### src/rtl/led_seq_pkg.sv
// Shared definitions for the multi-channel LED sequencer: channel mode encodings.
package led_seq_pkg;

  localparam int MODE_W = 2;

  typedef enum logic [MODE_W-1:0] {
    MODE_OFF   = 2'd0,
    MODE_ON    = 2'd1,
    MODE_BLINK = 2'd2,
    MODE_PWM   = 2'd3
  } led_mode_e;

endpackage

### src/rtl/led_channel.sv
// One LED channel: shadow/pending config, active config applied on tick,
// blink counter/phase and the lit decision for the current cycle.
module led_channel
  import led_seq_pkg::*;
#(
  parameter int BLINK_W  = 10,
  parameter int PWM_BITS = 8,
  parameter int ARG_W    = 10
) (
  input  logic                sys_clk,
  input  logic                reset,
  input  logic                tick,
  input  logic [PWM_BITS-1:0] pwm_cnt,
  input  logic                wr,
  input  led_mode_e           wr_mode,
  input  logic [ARG_W-1:0]    wr_arg,
  output logic                pending,
  output logic                lit
);

  led_mode_e          sh_mode;
  led_mode_e          act_mode;
  logic [ARG_W-1:0]   sh_arg;
  logic [ARG_W-1:0]   act_arg;
  logic [BLINK_W-1:0] blink_cnt;
  logic [BLINK_W-1:0] blink_last;
  logic               blink_ph;

  // A half-period of zero is treated as one tick.
  assign blink_last = (act_arg[BLINK_W-1:0] == '0) ? '0
                    : act_arg[BLINK_W-1:0] - BLINK_W'(1);

  always_ff @(posedge sys_clk) begin
    if (reset) begin
      sh_mode   <= MODE_OFF;
      sh_arg    <= '0;
      pending   <= 1'b0;
      act_mode  <= MODE_OFF;
      act_arg   <= '0;
      blink_cnt <= '0;
      blink_ph  <= 1'b1;
    end else begin
      if (tick && pending) begin
        act_mode  <= sh_mode;
        act_arg   <= sh_arg;
        pending   <= 1'b0;
        blink_cnt <= '0;
        blink_ph  <= 1'b1;
      end else if (tick && act_mode == MODE_BLINK) begin
        if (blink_cnt == blink_last) begin
          blink_cnt <= '0;
          blink_ph  <= ~blink_ph;
        end else begin
          blink_cnt <= blink_cnt + BLINK_W'(1);
        end
      end
      // Writes are only strobed while not pending, so they never collide with an apply.
      if (wr) begin
        sh_mode <= wr_mode;
        sh_arg  <= wr_arg;
        pending <= 1'b1;
      end
    end
  end

  always_comb begin
    lit = 1'b0;
    case (act_mode)
      MODE_ON:    lit = 1'b1;
      MODE_BLINK: lit = blink_ph;
      MODE_PWM:   lit = (pwm_cnt < act_arg[PWM_BITS-1:0]);
      default:    lit = 1'b0;
    endcase
  end

endmodule

### src/rtl/led_sequencer.sv
// Multi-channel LED driver: shared prescaler and PWM counter, config write
// port with per-channel pending handshake, registered polarity-corrected pins.
module led_sequencer
  import led_seq_pkg::*;
#(
  parameter int  CHANNELS   = 6,
  parameter int  TICK_DIV   = 180_000,
  parameter int  BLINK_W    = 10,
  parameter int  PWM_BITS   = 8,
  parameter int  ACTIVE_LOW = 1,
  localparam int ARG_W      = (BLINK_W > PWM_BITS) ? BLINK_W : PWM_BITS
) (
  input  logic                sys_clk,
  input  logic                reset,
  input  logic                cfg_valid,
  output logic                cfg_ready,
  input  logic [3:0]          cfg_chan,
  input  logic [MODE_W-1:0]   cfg_mode,
  input  logic [ARG_W-1:0]    cfg_arg,
  output logic                tick,
  output logic [CHANNELS-1:0] led
);

  localparam int PRE_W = $clog2(TICK_DIV);

  logic [PRE_W-1:0]    pre_cnt;
  logic [PWM_BITS-1:0] pwm_cnt;
  logic [CHANNELS-1:0] pending;
  logic [CHANNELS-1:0] lit;
  logic [CHANNELS-1:0] wr;
  logic [15:0]         pending_ext;
  logic                xfer;
  logic [CHANNELS-1:0] led_p1;

  always_ff @(posedge sys_clk) begin
    if (reset) begin
      pre_cnt <= '0;
      pwm_cnt <= '0;
    end else begin
      pre_cnt <= tick ? '0 : pre_cnt + PRE_W'(1);
      pwm_cnt <= pwm_cnt + PWM_BITS'(1);
    end
  end

  assign tick = (pre_cnt == PRE_W'(TICK_DIV - 1));

  // Channels beyond CHANNELS read as never pending, so their writes are accepted and dropped.
  assign pending_ext = 16'(pending);
  assign cfg_ready   = !reset && !pending_ext[cfg_chan];
  assign xfer        = cfg_valid && cfg_ready;

  for (genvar i = 0; i < CHANNELS; i++) begin : g_chan
    assign wr[i] = xfer && (cfg_chan == 4'(i));

    led_channel #(
      .BLINK_W  (BLINK_W),
      .PWM_BITS (PWM_BITS),
      .ARG_W    (ARG_W)
    ) u_chan (
      .sys_clk (sys_clk),
      .reset   (reset),
      .tick    (tick),
      .pwm_cnt (pwm_cnt),
      .wr      (wr[i]),
      .wr_mode (led_mode_e'(cfg_mode)),
      .wr_arg  (cfg_arg),
      .pending (pending[i]),
      .lit     (lit[i])
    );
  end

  // Stage p1: registered pins, polarity applied.
  always_ff @(posedge sys_clk) begin
    if (reset) begin
      led_p1 <= (ACTIVE_LOW != 0) ? '1 : '0;
    end else begin
      led_p1 <= (ACTIVE_LOW != 0) ? ~lit : lit;
    end
  end

  assign led = led_p1;

endmodule

### config.mk
export PLATFORM = sky130hd
export DESIGN_NAME = led_sequencer
export DESIGN_NICKNAME = d
export VERILOG_FILES = /design/src/rtl/led_seq_pkg.sv /design/src/rtl/led_channel.sv /design/src/rtl/led_sequencer.sv
export SDC_FILE = /design/constraint.sdc
export NUM_CORES = 1
export LEC_CHECK = 0
export BUFFER_PORTS_ARGS = -buffer_cell sky130_fd_sc_hd__buf_4
export CAP_MARGIN = 10
export CORE_UTILIZATION = 48
export CTS_CLUSTER_DIAMETER = 100
export DETAILED_ROUTE_END_ITERATION = 10
export MAX_ROUTING_LAYER = met4
export PLACE_DENSITY_LB_ADDON = 0.08
export SLEW_MARGIN = 10
export SYNTH_ARGS = -nofsm -noshare
export SYNTH_HDL_FRONTEND = slang
export SYNTH_SLANG_ARGS = --single-unit
export TNS_END_PERCENT = 20
### constraint.sdc
create_clock -name sys_clk -period 5.4 [get_ports sys_clk]
set_input_delay 1.08 -clock sys_clk [delete_from_list [all_inputs] [get_ports sys_clk]]
set_output_delay 1.08 -clock sys_clk [all_outputs]
set_load 0.01 [all_outputs]
==> out/metrics.yaml <==
pwr:
  p_per_area_mw_per_mm2: 271
  power_uw: 3910
  ir_drop_uv: 233
  p_leak_uw: 0.00572
global_route:
  gr-total-overflow: 0
  grt_pass1_vias: 10066
  grt_max_degree: 63
  grt_util_all_layers_pct: 24.6
  grt_pass1_wl_mm: 54.2
  antenna_found_initial: 0
timing:
  fmax_ghz: 0.273
  finalCriticalPeriod_ns: 3.66
  worst_pin_slew_ns: 1.19
  finalHoldViolCount: 0
  setup_violations: 0
  clock_skew_ns: 0.0286
  rsz0062_at_grt: "no"
  fin_ws_ns: 1.74
  fin_crit_sh_pct: 67.9
  setup_tns_ns: 0
  maxSlewHeadroom_pct: 20.2
  drv_slew: 0
drt:
  wl_mm: 33.8
  route.detailed.drc: 0
  via_count: 11240
  wl_per_cell_um: 17.2
  via_per_inst: 5.70
  first_iter_violations: 793
  postRouteAntennaNets: 0
  dr.pass1.iters: 5
flow_run:
  cap_violations: 0
placed_design:
  dp_slack_ns: 1.75
  numPortBuffers: 26
  placed_area_mm2: 0.0135
  dpl.hpwl_mm: 23.5
  globalplace.congestion: 0.877
clocking:
  numCtsBuffers: 27
  cts_resized: 0
  postCtsSetupBuffers: 0
  root_buffer: "clkbuf_16"
  path_clk_slew_ns: 0.06
  cts_buffer_depth: 3
  numClockSinks: 248
  cts_tree: "yes"
  htree_levels: 1
  clock_latency_ns: 0.55
  cts_hold_buf: 0
worst_setup_path:
  cpPeakStageDelay_ns: 0.62
  cp_slowest_cell: "nor2_2"
  start_kind: "register"
  crit_path_frequent_cell: "nand4_1"
  critPathTopFamily: "simple AND/OR/NAND/NOR gates"
  critPathArrivalTime_ns: 4.06
  crit_fanout: 10
  cp.required_ns: 5.80
  cp-end-kind: "register"
  crit_chain: "ha_1 > nand4_1 > or3_1 > nor2_2 > nand4_1 > a2111oi_1 > and3_1 > nor3_1"
  critPathBufInv: 0
  critical_path_class: "reg -> reg"
cells_and_area:
  antenna_cells: 0
  syn2layout_area_growth_pct: 9.79
  drive_gt1_share_pct: 6.93
  fin_nets: 1684
  mostFrequentLayoutCells: "nand2_1, dfxtp_1, nor2_1"
  final_common_cell: "nand2_1"
  final_area_mm2: 0.0145
  fill_cells: 2602
logic_synthesis:
  yosysSeqAreaShare_pct: 37.7
  syn_nets: 1705
  syn_inst: 1630
  synth-seq-cells: 248
  synth_edf_count: 0
  synthArstFlopShare_pct: 0
  synth.distinct_cells: 81
  synthesis.area_mm2: 0.0132
  synthFlopType: "dfxtp_1"
  syn_area_per_cell_um2: 8.08
  yosysWarnings: 0
die:
  io_pins: 27
  die_area_mm2: 0.0281
  start_util_pct: 48.9
  die_height_um: 168
  core_mm2: 0.0270
  die_w_um: 168
  rows: 60
worst_hold_path:
  min_path_type: "reg -> reg"
run_status:
  outcome: "complete, no violations"
[worst paths after layout]
check / from / end / slack, ns / cells after the start
max: pre_cnt[0]$_SDFF_PP0_ / g_chan[1].u_chan.blink_cnt[1]$_SDFFE_PP0P_ / 1.74 / 8
min: pre_cnt[0]$_SDFF_PP0_ / pre_cnt[0]$_SDFF_PP0_ / 0.44 / 1
min reg2reg: pre_cnt[0]$_SDFF_PP0_ / pre_cnt[0]$_SDFF_PP0_ / 0.44 / 1
max reg2reg: pre_cnt[0]$_SDFF_PP0_ / g_chan[1].u_chan.blink_cnt[1]$_SDFFE_PP0P_ / 1.74 / 8
[synthesized netlist by cell type (all sizes together) (8+ instances only)]
| cell | count | area [µm²] |
|---|---|---|
| dfxtp | 248 | 4960 |
| a21oi | 141 | 706 |
| o21ai | 26 | 130 |
| nor3 | 80 | 417 |
| xor2 | 50 | 438 |
| mux2i | 64 | 641 |
| o21a | 9 | 67.6 |
| nor4 | 20 | 138 |
| xnor2 | 64 | 561 |
| or4 | 11 | 86.3 |
| nand3 | 28 | 140 |
| and3 | 38 | 238 |
| nor2b | 12 | 75.1 |
| nand2 | 266 | 998 |
| a21o | 12 | 90.1 |
| ha | 56 | 701 |
| or3 | 16 | 100 |
| or3b | 8 | 70.1 |
| nor2 | 155 | 584 |
| nand4 | 32 | 200 |
| inv | 62 | 233 |
| a31oi | 8 | 50.1 |
| nand2b | 11 | 68.8 |
| clkbuf | 76 | 285 |
| or2 | 12 | 75.1 |
[cells by family (layout without fill, tap and decap cells)]
kind of cell,Yosys count,after routing,synth area share [%]
AND/OR/NAND/NOR,727,727,26.7
AO/OA/AOI/OAI,273,273,13.1
adder cells (fa/ha/maj),56,56,5.32
XOR/XNOR,116,116,7.92
flip-flops,248,248,37.7
multiplexers,66,66,5.12
buffers and inverters,144,144,4.15
[per-layer routing]
layer  share of wire (%)  wire length, µm  global-route usage [%]  vias to the layer above
met4                 1.6              531                    5.07                        0
met2                  45            15100                    37.8                      163
met3                 3.6             1230                    2.55                       44
met5                   0                0                       -                        -
met1                  50            17000                    35.0                     5385
li1                    -                -                       -                     5648
[report_power, final]
part | switching (µW) | leakage (µW) | internal, µW
Sequential | 14.6 | 0.00200 | 1840
Clock | 763 | 0.000456 | 1170
Combinational | 75.6 | 0.00327 | 46.9
[registers in the layout, summed over array words and instances, names as in the netlist]
signal and flops:
pwm_cnt 8, g_chan.u_chan.blink_cnt 60, g_chan.u_chan.sh_arg 60, g_chan.u_chan.sh_mode 12, g_chan.u_chan.act_mode 12, g_chan.u_chan.pending 6, pre_cnt 18, g_chan.u_chan.act_arg 60
g_chan.u_chan.blink_ph 6, led 6
[stage by stage]
step                      instances  util (%)  hold WS [ns]
after floorplan                1630         -         0.413
final                          1971      53.7         0.438
after global placement         1921      50.2         0.433
after CTS                      1971      53.7         0.446
after global routing           1971      53.7         0.470
after detailed placement       1921      50.2         0.435
[area by class of cell]
class	instances	area [µm²]	area share (%)
Tap cell	341	427	2.95
Inverter	62	233	1.61
Sequential cell	248	4960	34.3
Clock inverter	9	129	0.891
Timing Repair Buffer	32	240	1.66
Multi-Input combinational cell	1238	7660	53.0
Clock buffer	41	808	5.59
Power figures use the tool's default switching activity.
